--- config.mk ---
export PLATFORM = sky130hd
export DESIGN_NAME = pipe_pair_drawer
export DESIGN_NICKNAME = d
export VERILOG_FILES = /design/src/rtl/pipe_pair_drawer.sv
export SDC_FILE = /design/constraint.sdc
export NUM_CORES = 1
export LEC_CHECK = 0
export CAP_MARGIN = 20
export CORE_ASPECT_RATIO = 0.9
export CORE_MARGIN = 2
export CORE_UTILIZATION = 60
export DETAILED_ROUTE_END_ITERATION = 7
export GPL_ROUTABILITY_DRIVEN = 0
export GPL_TIMING_DRIVEN = 0
export PLACE_DENSITY = 0.85
export SLEW_MARGIN = 10
export SYNTH_ARGS = -nofsm -noshare
export SYNTH_HDL_FRONTEND = slang
export SYNTH_SLANG_ARGS = --single-unit
export TNS_END_PERCENT = 10
--- constraint.sdc ---
create_clock -name clk -period 10.9 [get_ports clk]
set_input_delay 1.635 -clock clk [delete_from_list [all_inputs] [get_ports clk]]
set_output_delay 1.635 -clock clk [all_outputs]
set_load 0.01 [all_outputs]
--- src/rtl/pipe_pair_drawer.sv ---
// Raster-scan generator for one top/bottom pipe pair with caps, streamed over valid/ready.
// Optional macro ERASE_EN adds the erase input, which forces every emitted colour to 0.
module pipe_pair_drawer #(
    parameter int unsigned X_W      = 11,
    parameter int unsigned Y_W      = 11,
    parameter int unsigned SCREEN_W = 640,
    parameter int unsigned SCREEN_H = 480,
    parameter int unsigned PIPE_W   = 60,
    parameter int unsigned LIP      = 10,
    parameter int unsigned GAP      = 120
) (
    input  logic           clk,
    input  logic           reset,
    input  logic           start,
    input  logic [X_W-1:0] pipe_x,
    input  logic [Y_W-1:0] gap_y,
`ifdef ERASE_EN
    input  logic           erase,
`endif
    input  logic           ready,
    output logic           valid,
    output logic [X_W-1:0] x,
    output logic [Y_W-1:0] y,
    output logic [1:0]     color,
    output logic           busy,
    output logic           done
);
    localparam int unsigned SW = ((X_W > Y_W) ? X_W : Y_W) + 2;
    typedef logic signed [SW-1:0] s_t;

    localparam s_t ZERO  = s_t'(0);
    localparam s_t ONE   = s_t'(1);
    localparam s_t S_H   = s_t'(SCREEN_H);
    localparam s_t S_WM1 = s_t'(SCREEN_W - 1);
    localparam s_t P_W   = s_t'(PIPE_W);
    localparam s_t LP    = s_t'(LIP);
    localparam s_t GP    = s_t'(GAP);

    typedef enum logic [2:0] {S_IDLE, S_SETUP, S_TOP, S_BOT, S_FIN} state_t;

    state_t         r_state;
    state_t         w_nstate;
    logic [X_W-1:0] r_px;
    logic [Y_W-1:0] r_gy;
    s_t             r_x, r_y, r_hi, r_ul, r_ur;
    logic           r_cap;
    logic           r_valid, r_busy, r_done;
    logic [1:0]     r_color;
    logic           w_erase;

    s_t   w_r, w_l, w_cl, w_cr, w_gy, w_gtop, w_cap_top, w_cap_bot, w_top_end;
    s_t   w_nrow, w_nul, w_nur, w_nlo, w_nhi;
    logic w_top_en, w_bot_en, w_none, w_body_empty, w_ncap;
    logic w_emit, w_adv, w_step;

`ifdef ERASE_EN
    logic r_erase;
    assign w_erase = r_erase;
`else
    assign w_erase = 1'b0;
`endif

    // Geometry from the latched request
    assign w_r          = s_t'(r_px);
    assign w_l          = w_r - P_W;
    assign w_cl         = w_l - LP;
    assign w_cr         = w_r + LP;
    assign w_gy         = s_t'(r_gy);
    assign w_gtop       = w_gy - GP;
    assign w_cap_top    = w_gtop - LP;
    assign w_cap_bot    = w_gy + LP;
    assign w_top_en     = (w_gy >= GP);
    assign w_bot_en     = (w_gy < S_H);
    assign w_top_end    = (w_gtop < S_H) ? w_gtop : S_H;
    assign w_body_empty = (w_l > S_WM1);
    assign w_none       = (w_cr < ZERO) || (w_cl > S_WM1) || (!w_top_en && !w_bot_en);

    // Next visible row; an off-screen body is jumped over so rows never stall the stream
    always_comb begin
        w_nstate = r_state;
        w_nrow   = r_y + ONE;
        if (r_state == S_SETUP) begin
            w_nrow = ZERO;
        end
        if (r_state == S_SETUP || r_state == S_TOP) begin
            if (w_body_empty && (w_nrow < w_cap_top)) begin
                w_nrow = w_cap_top;
            end
            w_nstate = S_TOP;
            if (!w_top_en || (w_nrow >= w_top_end)) begin
                w_nstate = w_bot_en ? S_BOT : S_FIN;
                w_nrow   = w_gy;
            end
        end else if (r_state == S_BOT) begin
            if ((w_nrow >= S_H) || (w_body_empty && (w_nrow >= w_cap_bot))) begin
                w_nstate = S_FIN;
            end
        end
        if (r_state == S_SETUP && w_none) begin
            w_nstate = S_FIN;
        end
    end

    assign w_ncap = (w_nstate == S_TOP) ? (w_nrow >= w_cap_top) : (w_nrow < w_cap_bot);
    assign w_nul  = w_ncap ? w_cl : w_l;
    assign w_nur  = w_ncap ? w_cr : w_r;
    assign w_nlo  = (w_nul < ZERO) ? ZERO : w_nul;
    assign w_nhi  = (w_nur > S_WM1) ? S_WM1 : w_nur;

    assign w_emit = (r_state == S_TOP || r_state == S_BOT) && r_valid && ready;
    assign w_step = w_emit && (r_x != r_hi);
    assign w_adv  = (r_state == S_SETUP) || (w_emit && (r_x == r_hi));

    // Edge colour only where x hits an unclipped end of the row span
    function automatic logic [1:0] pix_color(input s_t px, input s_t ul, input s_t ur,
                                             input logic cap, input logic er);
        logic [1:0] c;
        if (er)                        c = 2'd0;
        else if (px == ul || px == ur) c = 2'd3;
        else                           c = cap ? 2'd2 : 2'd1;
        return c;
    endfunction

    always_ff @(posedge clk) begin
        if (reset) begin
            r_state <= S_IDLE;
            r_valid <= 1'b0;
            r_busy  <= 1'b0;
            r_done  <= 1'b0;
            r_x     <= ZERO;
            r_y     <= ZERO;
            r_color <= 2'd0;
            r_px    <= '0;
            r_gy    <= '0;
            r_hi    <= ZERO;
            r_ul    <= ZERO;
            r_ur    <= ZERO;
            r_cap   <= 1'b0;
`ifdef ERASE_EN
            r_erase <= 1'b0;
`endif
        end else begin
            r_done <= 1'b0;
            case (r_state)
                S_IDLE: begin
                    if (start) begin
                        r_px    <= pipe_x;
                        r_gy    <= gap_y;
`ifdef ERASE_EN
                        r_erase <= erase;
`endif
                        r_busy  <= 1'b1;
                        r_state <= S_SETUP;
                    end
                end
                S_SETUP, S_TOP, S_BOT: begin
                    if (w_step) begin
                        r_x     <= r_x + ONE;
                        r_color <= pix_color(r_x + ONE, r_ul, r_ur, r_cap, w_erase);
                    end else if (w_adv) begin
                        r_state <= w_nstate;
                        if (w_nstate == S_FIN) begin
                            r_valid <= 1'b0;
                            r_busy  <= 1'b0;
                            r_done  <= 1'b1;
                        end else begin
                            r_valid <= 1'b1;
                            r_x     <= w_nlo;
                            r_y     <= w_nrow;
                            r_hi    <= w_nhi;
                            r_ul    <= w_nul;
                            r_ur    <= w_nur;
                            r_cap   <= w_ncap;
                            r_color <= pix_color(w_nlo, w_nul, w_nur, w_ncap, w_erase);
                        end
                    end
                end
                S_FIN:   r_state <= S_IDLE;
                default: r_state <= S_IDLE;
            endcase
        end
    end

    assign valid = r_valid;
    assign x     = r_x[X_W-1:0];
    assign y     = r_y[Y_W-1:0];
    assign color = r_color;
    assign busy  = r_busy;
    assign done  = r_done;

endmodule

==> key figures, run 1 <==
Worst setup path
  – Critical path's largest stage delay: 0.45 ns
  – Slowest-stage cell, CP: or3_1
  – Crit Path Class: register to register
  – Crit Path Max Fanout: 19
  – Required @ worst endpoint: between 10 and 15 ns
  – R2r setup slk: around 0.53 ns
  – RR Endpoint: color[1]$_SDFFE_PP0P_
  – R2R depth: between 40 and 50
  – Critical Path Start Type: register
  – CP Capture Type: register
  – CP bufs+invs: 7
  – Worst reg2reg startpoint: r_gy[3]$_SDFFE_PP0P_
  – CP arrival: 10.61 ns
  – Family with the most delay on the worst path: compound AO/OA/AOI/OAI gates

Clocking
  – Max clock buf depth: 2
  – CTS tree: built
  – Root buf cell: clkbuf_16
  – CTS Buf Count: 9
  – Num Clock Sinks: 92
  – Hold buffers post-CTS: 0
  – Clk slew on worst S/H paths: around 0.070 ns
  – Clk Latency, worst-skew pair: 0.35 ns
  – H-Tree Depth: 3

Floorplan
  – Full die area: 15400 sq um
  – Initial core utilization: 0.614
  – # IOs: 53
  – Die height: 118 microns
  – Die width: roughly 130 microns
  – # rows: between 40 and 50
  – Core area: ~14000 sq um

Logic synthesis
  – Mapped Nets: between 1000 and 1500
  – Synth async-reset ratio: 0
  – Mapped Cells: around 1100
  – Simple-gate area share of the yosys netlist: 0.251
  – Top_reg_cell synth: dfxtp_1
  – Synth warn: 0
  – Yosys reg bits: between 90 and 100
  – Mean Syn Cell Area: between 7 and 8 sq um
  – Netlist cell types: 89
  – Area share of xor/xnor cells in the synthesized design: 0.117
  – EDFF count, synth: 0
  – Complex-gate fraction of the synthesized area: 0.225
  – Multiplexer area fraction after synthesis: 0.0225
  – Largest family of logic cells by synthesized area: simple AND/OR/NAND/NOR gates
  – Register area share after synthesis: 0.213
  – Synthesized area: approximately 8600 sq um
  – Adder-cell share of the synthesized area: 0.104

Power
  – Pwr per Cell Area: between 300 and 400 nW/um^2
  – Leakage power: between 0.003 and 0.004 uW
  – Peak VDD IR: between 0.15 and 0.2 mV

Timing
  – Endpoints failing setup: 0
  – Worst-Margin Slew: between 0.9 and 1 ns
  – Setup Skew: 0.0103 ns
  – Max Slew Vio Count: 0
  – Max-slew headroom: 0.386
  – Final worst path period need: 10.37 ns
  – Max Clk Rate: between 90 and 100 MHz
  – Period utilisation layout: 0.951
  – Final count of hold timing violations: 0
  – Total Neg Setup Slack: 0 ns

Placed design
  – Cell Area, Placed: ~9400 sq um
  – I/O Buffers: slightly above 50
  – Detail Placement HPWL: approximately 20000 microns

Min path
  – Hold EP: r_ul[5]$_SDFFE_PP0P_
  – Hold path depth: 2
  – Hold Startpoint: r_ul[5]$_SDFFE_PP0P_
  – Hold WC Path Type: register to register

Outcome
  – Status: finished clean

GRT
  – GRT overflow: 0
  – Largest net degree at the start of global routing: 20
  – Initial antenna violation count: 0
  – Vias in the first global route: between 7000 and 8000
  – All-Layer GR Usage: 0.334
  – First-pass GRT wire length: roughly 41000 microns

Final layout
  – Most frequent cells in the layout: nand2_1 (138), nor2_1 (127), dfxtp_1 (90)
  – Multi-input gate area: ~6300 sq um
  – Layout overhead on the synthesized area: 14.3%
  – Final nets: 1307
  – Sequential cell area: approximately 1800 sq um
  – Most common cell after layout, fill and taps aside: nand2_1
  – Share of cells above drive strength 1: 0.0939
  – Post-route cell area: between 9000 and 10000 sq um
  – Number of diodes: 0
  – Fill cells: 1164

Routing
  – DRC Markers: 0
  – DR WL/cell: about 18 microns
  – Vias per inst: 6.33
  – Antenna-violating nets left: 0
  – Final wirelength: ~26000 microns
  – 1st-iter DRT viols: about 1200
  – TritonRoute pass-1 iters: 7
  – Via count: about 8900

Run
  – Max Cap Viol: 0
how the worst max path moves through the flow:
| stage | start | to | slack [ns] | cells past startpoint |
|---|---|---|---|---|
| final | r_gy[3]$_SDFFE_PP0P_ | color[1]$_SDFFE_PP0P_ | 0.53 | 45 |
| after global routing | r_gy[3]$_SDFFE_PP0P_ | color[1]$_SDFFE_PP0P_ | -0.06 | 46 |
| after CTS | r_gy[1]$_SDFFE_PP0P_ | color[1]$_SDFFE_PP0P_ | 0.19 | 45 |
| after detailed placement | r_gy[1]$_SDFFE_PP0P_ | color[1]$_SDFFE_PP0P_ | -0.71 | 46 |
| after global placement | r_gy[4]$_SDFFE_PP0P_ | color[1]$_SDFFE_PP0P_ | -0.69 | 45 |
| after floorplan | r_gy[3]$_SDFFE_PP0P_ | color[1]$_SDFFE_PP0P_ | 1.57 | 46 |
power by group:
part,internal [uW],switching [uW],leakage [uW]
clock network,202,143,0.000153
registers,454,130,0.000753
logic,1110,1690,0.00296
total,1760,1960,0.00386
layer usage:
| metal | vias to the layer above | share of wire | track usage |
|---|---|---|---|
| li1 | 4180 | - | - |
| met1 | 4078 | 0.43 | 0.490 |
| met2 | 577 | 0.43 | 0.487 |
| met3 | 77 | 0.12 | 0.0677 |
| met4 | 0 | 0.028 | 0.107 |
| met5 | - | 0 | 0 |
registers in the layout, indices dropped and copies added, names as in the netlist:
name / count
r_ul: 13
r_x: 13
r_y: 13
r_hi: 12
r_gy: 11
r_px: 11
r_ur: 10
r_state: 3
color: 2
busy: 1
done: 1
r_cap: 1
valid: 1
cell families (layout without fill, tap and decap cells):
kind of cell,count (synthesis),after routing
AO/OA/AOI/OAI,269,269
XOR/XNOR,113,113
AND/OR/NAND/NOR,458,458
flip-flops,92,92
adder cells (fa/ha/maj),72,72
buffers and inverters,121,191
multiplexers,19,19
metrics by stage:
| step | setup slack, ns | instances | power, uW | util | hold slack [ns] |
|---|---|---|---|---|---|
| after detailed placement | -0.707 | 1388 | 3130 | 0.668 | 0.465 |
| final | 0.532 | 1407 | 3730 | 0.703 | 0.473 |
| after global placement | -0.686 | 1388 | 3060 | 0.668 | 0.462 |
| after floorplan | 1.57 | 1144 | 2460 | - | 0.444 |
| after CTS | 0.186 | 1402 | 3500 | 0.692 | 0.472 |
| after global routing | -0.0571 | 1407 | 3990 | 0.703 | 0.490 |
final cells by class:
cell class | instances | area share
clock buffer | 9 | 0.0228
tap | 193 | 0.0245
multi-input combinational | 931 | 0.642
buffer | 91 | 0.0483
sequential | 92 | 0.187
clock inverter | 6 | 0.00950
timing repair buffer | 56 | 0.0552
inverter | 29 | 0.0110
worst register-to-register path, delay by kind of cell, from the launching register on:
kind / cells / cell delay (ns)
AO/OA/AOI/OAI: 18 / 3.87
flip-flops: 1 / 0.34
adder cells (fa/ha/maj): 4 / 1.40
AND/OR/NAND/NOR: 13 / 2.54
XOR/XNOR: 2 / 0.41
buffers and inverters: 7 / 1.50
multiplexers: 1 / 0.19
cells in the mapped netlist (7+ instances only):
library cell	count	area [sq um]
nand3_1	42	210
dfxtp_1	92	1840
a21oi_1	80	400
buf_4	25	188
nand2_1	138	518
nor3_1	35	175
o21a_1	7	52.6
nor2b_1	17	106
and2_1	9	56.3
and3_1	13	81.3
o21ai_0	46	230
xnor2_1	66	578
nor3b_1	7	52.6
mux2i_1	16	160
nand4_1	14	87.6
nand2b_1	11	68.8
clkbuf_1	54	203
a21o_1	10	75.1
buf_2	9	45.0
nor2_1	127	477
inv_1	28	105
xor2_1	44	385
ha_1	71	888
nor4_1	11	68.8
a211oi_1	31	233
repair_timing:
action | in CTS | in global routing
pin swaps | 0 | 0
hold endpoints to repair | 0 | 0
resized for setup | 6 | 27
buffers inserted | 0 | 4
setup endpoints to repair | 25 | 29
Note: power is estimated with default switching activity, not from simulation.
==> run 2: changes to the inputs <==
--- a/config.mk
+++ b/config.mk
@@ -6,13 +6,14 @@
 export NUM_CORES = 1
 export LEC_CHECK = 0
 export CAP_MARGIN = 20
+export CELL_PAD_IN_SITES_DETAIL_PLACEMENT = 2
+export CELL_PAD_IN_SITES_GLOBAL_PLACEMENT = 2
 export CORE_ASPECT_RATIO = 0.9
-export CORE_MARGIN = 2
-export CORE_UTILIZATION = 60
+export CORE_UTILIZATION = 36
 export DETAILED_ROUTE_END_ITERATION = 7
 export GPL_ROUTABILITY_DRIVEN = 0
 export GPL_TIMING_DRIVEN = 0
-export PLACE_DENSITY = 0.85
+export PLACE_DENSITY = 0.87
 export SLEW_MARGIN = 10
 export SYNTH_ARGS = -nofsm -noshare
 export SYNTH_HDL_FRONTEND = slang
==> key figures, run 2 (synthesis gave the netlist of run 1 again) <==
Outcome
  – Status: finished with violations
  – Violations in the final reports: design-rule violations

Floorplan
  – Die height: 149 microns (+26%)
  – Initial core utilization: 0.368 (-0.247)
  – # IOs: 53 (unchanged)
  – Full die area: 24600 sq um (+60%)
  – Core area: 23500 sq um (+67%)
  – # rows: 53 (+29%)
  – Die width: 165 microns (+27%)

Min path
  – Hold Startpoint: r_ul[3]$_SDFFE_PP0P_
  – Hold WC Path Type: register to register
  – Hold path depth: 2 (unchanged)
  – Hold EP: r_ul[3]$_SDFFE_PP0P_

Timing
  – Max-slew headroom: 0.349 (-0.0370)
  – Worst-Margin Slew: 0.962 ns (+0.0547 ns)
  – Final count of hold timing violations: 0 (unchanged)
  – Endpoints failing setup: 0 (unchanged)
  – Max Slew Vio Count: 0 (unchanged)
  – Max Clk Rate: 94.0 MHz (-2.6%)
  – Final worst path period need: 10.64 ns (+0.272 ns)
  – Setup Skew: 0.0117 ns (+0.00136 ns)
  – Total Neg Setup Slack: 0 ns (unchanged)
  – Period utilisation layout: 0.976 (+0.0249)

Worst setup path
  – RR Endpoint: color[1]$_SDFFE_PP0P_
  – CP bufs+invs: 8 (+1)
  – R2R depth: 46 (+2.2%)
  – Crit Path Max Fanout: 10 (-9)
  – Required @ worst endpoint: 11.16 ns (about the same)
  – CP Capture Type: register
  – Worst reg2reg startpoint: r_gy[3]$_SDFFE_PP0P_
  – Critical Path Start Type: register
  – R2r setup slk: 0.26 ns (-0.27 ns)
  – Slowest-stage cell, CP: or3_1
  – Crit Path Class: register to register
  – Family with the most delay on the worst path: compound AO/OA/AOI/OAI gates
  – CP arrival: 10.90 ns (+0.29 ns)
  – Critical path's largest stage delay: 0.44 ns (about the same)
  – Most numerous cell on the critical path: buf_4

Clocking
  – CTS Buf Count: 9 (unchanged)
  – CTS tree: built
  – Clk slew on worst S/H paths: 0.07 ns (about the same)
  – Root buf cell: clkbuf_16
  – H-Tree Depth: 3 (unchanged)
  – Hold buffers post-CTS: 0 (unchanged)
  – Num Clock Sinks: 92 (unchanged)
  – Max clock buf depth: 2 (unchanged)
  – Clk Latency, worst-skew pair: 0.37 ns (+0.02 ns)

Final layout
  – Layout overhead on the synthesized area: 17.2%
  – Top flop regs: r_ul (13), r_x (13), r_y (13)
  – Most frequent cells in the layout: nand2_1 (138), nor2_1 (127), dfxtp_1 (90)
  – Share of cells above drive strength 1: 0.109 (+0.0153)
  – Most common cell after layout, fill and taps aside: nand2_1
  – Fill cells: 2723 (+130%)
  – Final nets: 1311 (+0.31%)
  – Number of diodes: 0 (unchanged)

Placed design
  – I/O Buffers: 51 (unchanged)
  – Detail Placement HPWL: 27600 microns (+40%)

GRT
  – Vias in the first global route: 9634 (+21%)
  – Initial antenna violation count: 0 (unchanged)
  – GRT overflow: 0 (unchanged)
  – Largest net degree at the start of global routing: 16 (-20%)
  – All-Layer GR Usage: 0.306 (-0.0273)
  – First-pass GRT wire length: 57200 microns (+39%)

Routing
  – 1st-iter DRT viols: 695 (-43%)
  – DR WL/cell: 24.8 microns (+36%)
  – Vias per inst: 6.06 (-4.3%)
  – TritonRoute pass-1 iters: 7 (unchanged)
  – DRC Markers: 12 (+12)
  – Antenna-violating nets left: 0 (unchanged)
  – Via count: 9214 (+3.4%)
  – Final wirelength: 37800 microns (+47%)

Run
  – Max Cap Viol: 0 (unchanged)
[run 2: cell count changes in the layout (fill, tap and decap cells not counted), moves of 2 or more]
cell / previous run / this run
a211oi_1: 31 / 26
a211oi_2: 2 / 7
buf_4: 29 / 34
clkbuf_4: 1 / 3
clkinv_4: 0 / 2
inv_6: 3 / 0
xnor2_1: 64 / 60
xnor2_2: 3 / 7
[run 2: worst max path at each step]
| stage | start | to | slack (ns) | cells after the start |
|---|---|---|---|---|
| floorplan | r_gy[3]$_SDFFE_PP0P_ | color[1]$_SDFFE_PP0P_ | 1.57 | 46 |
| global placement | r_gy[1]$_SDFFE_PP0P_ | color[1]$_SDFFE_PP0P_ | -1.46 | 46 |
| detailed placement | r_gy[1]$_SDFFE_PP0P_ | color[1]$_SDFFE_PP0P_ | -1.79 | 45 |
| CTS | r_gy[3]$_SDFFE_PP0P_ | color[1]$_SDFFE_PP0P_ | 0.0008 | 44 |
| global route | r_gy[2]$_SDFFE_PP0P_ | color[1]$_SDFFE_PP0P_ | -0.19 | 44 |
| finish | r_gy[3]$_SDFFE_PP0P_ | color[1]$_SDFFE_PP0P_ | 0.26 | 46 |
[run 2: layer usage]
| layer | track usage | share of wire | vias to the layer above |
|---|---|---|---|
| li1 | - | - | 4184 |
| met1 | 0.415 | 0.46 | 4717 |
| met2 | 0.500 | 0.48 | 259 |
| met3 | 0.0481 | 0.045 | 54 |
| met4 | 0.0844 | 0.017 | 0 |
| met5 | 0 | 0 | - |
[run 2: timing repair]
| item | 4_1_cts | 5_1_grt |
|---|---|---|
| resized for setup | 24 | 32 |
| endpoints found under the setup margin | 47 | 25 |
| setup buffers | 3 | 4 |
| pin swaps | 0 | 6 |
| gates cloned | 0 | 0 |
[run 2: worst min-delay path: stages, from the launching register on]
cell and delay [ns]:
dfxtp_1 0.33, nand2_1 0.06, a21oi_1 0.05
[run 2: through the flow]
| step | hold slack [ns] | util | instance area (sq um) | std cells | setup slack [ns] |
|---|---|---|---|---|---|
| 6_report | 0.484 | 0.431 | 10100 | 1520 | 0.260 |
| 5_1_grt | 0.510 | 0.431 | 10100 | 1520 | -0.188 |
| 4_1_cts | 0.482 | 0.424 | 9960 | 1517 | 0.000797 |
| 3_5_place_dp | 0.472 | 0.407 | 9550 | 1499 | -1.79 |
| 3_3_place_gp | 0.464 | 0.406 | 9530 | 1497 | -1.46 |
| 2_1_floorplan | 0.444 | - | 8640 | 1144 | 1.57 |
[run 2: final cells by class]
| class | instances | area [sq um] | share of cell area |
|---|---|---|---|
| inverters | 29 | 109 | 0.0108 |
| repair buffers | 60 | 579 | 0.0572 |
| well taps | 302 | 378 | 0.0373 |
| multi-input cells | 931 | 6420 | 0.635 |
| clock inverters | 4 | 58.8 | 0.00581 |
| plain buffers | 91 | 483 | 0.0477 |
| flip-flops and latches | 92 | 1840 | 0.182 |
| clock buffers | 11 | 243 | 0.0240 |
Power of run 2 is left out: the tool's default activity adds up to more than one toggle a clock period on the data nets, which glitch-free logic cannot reach.
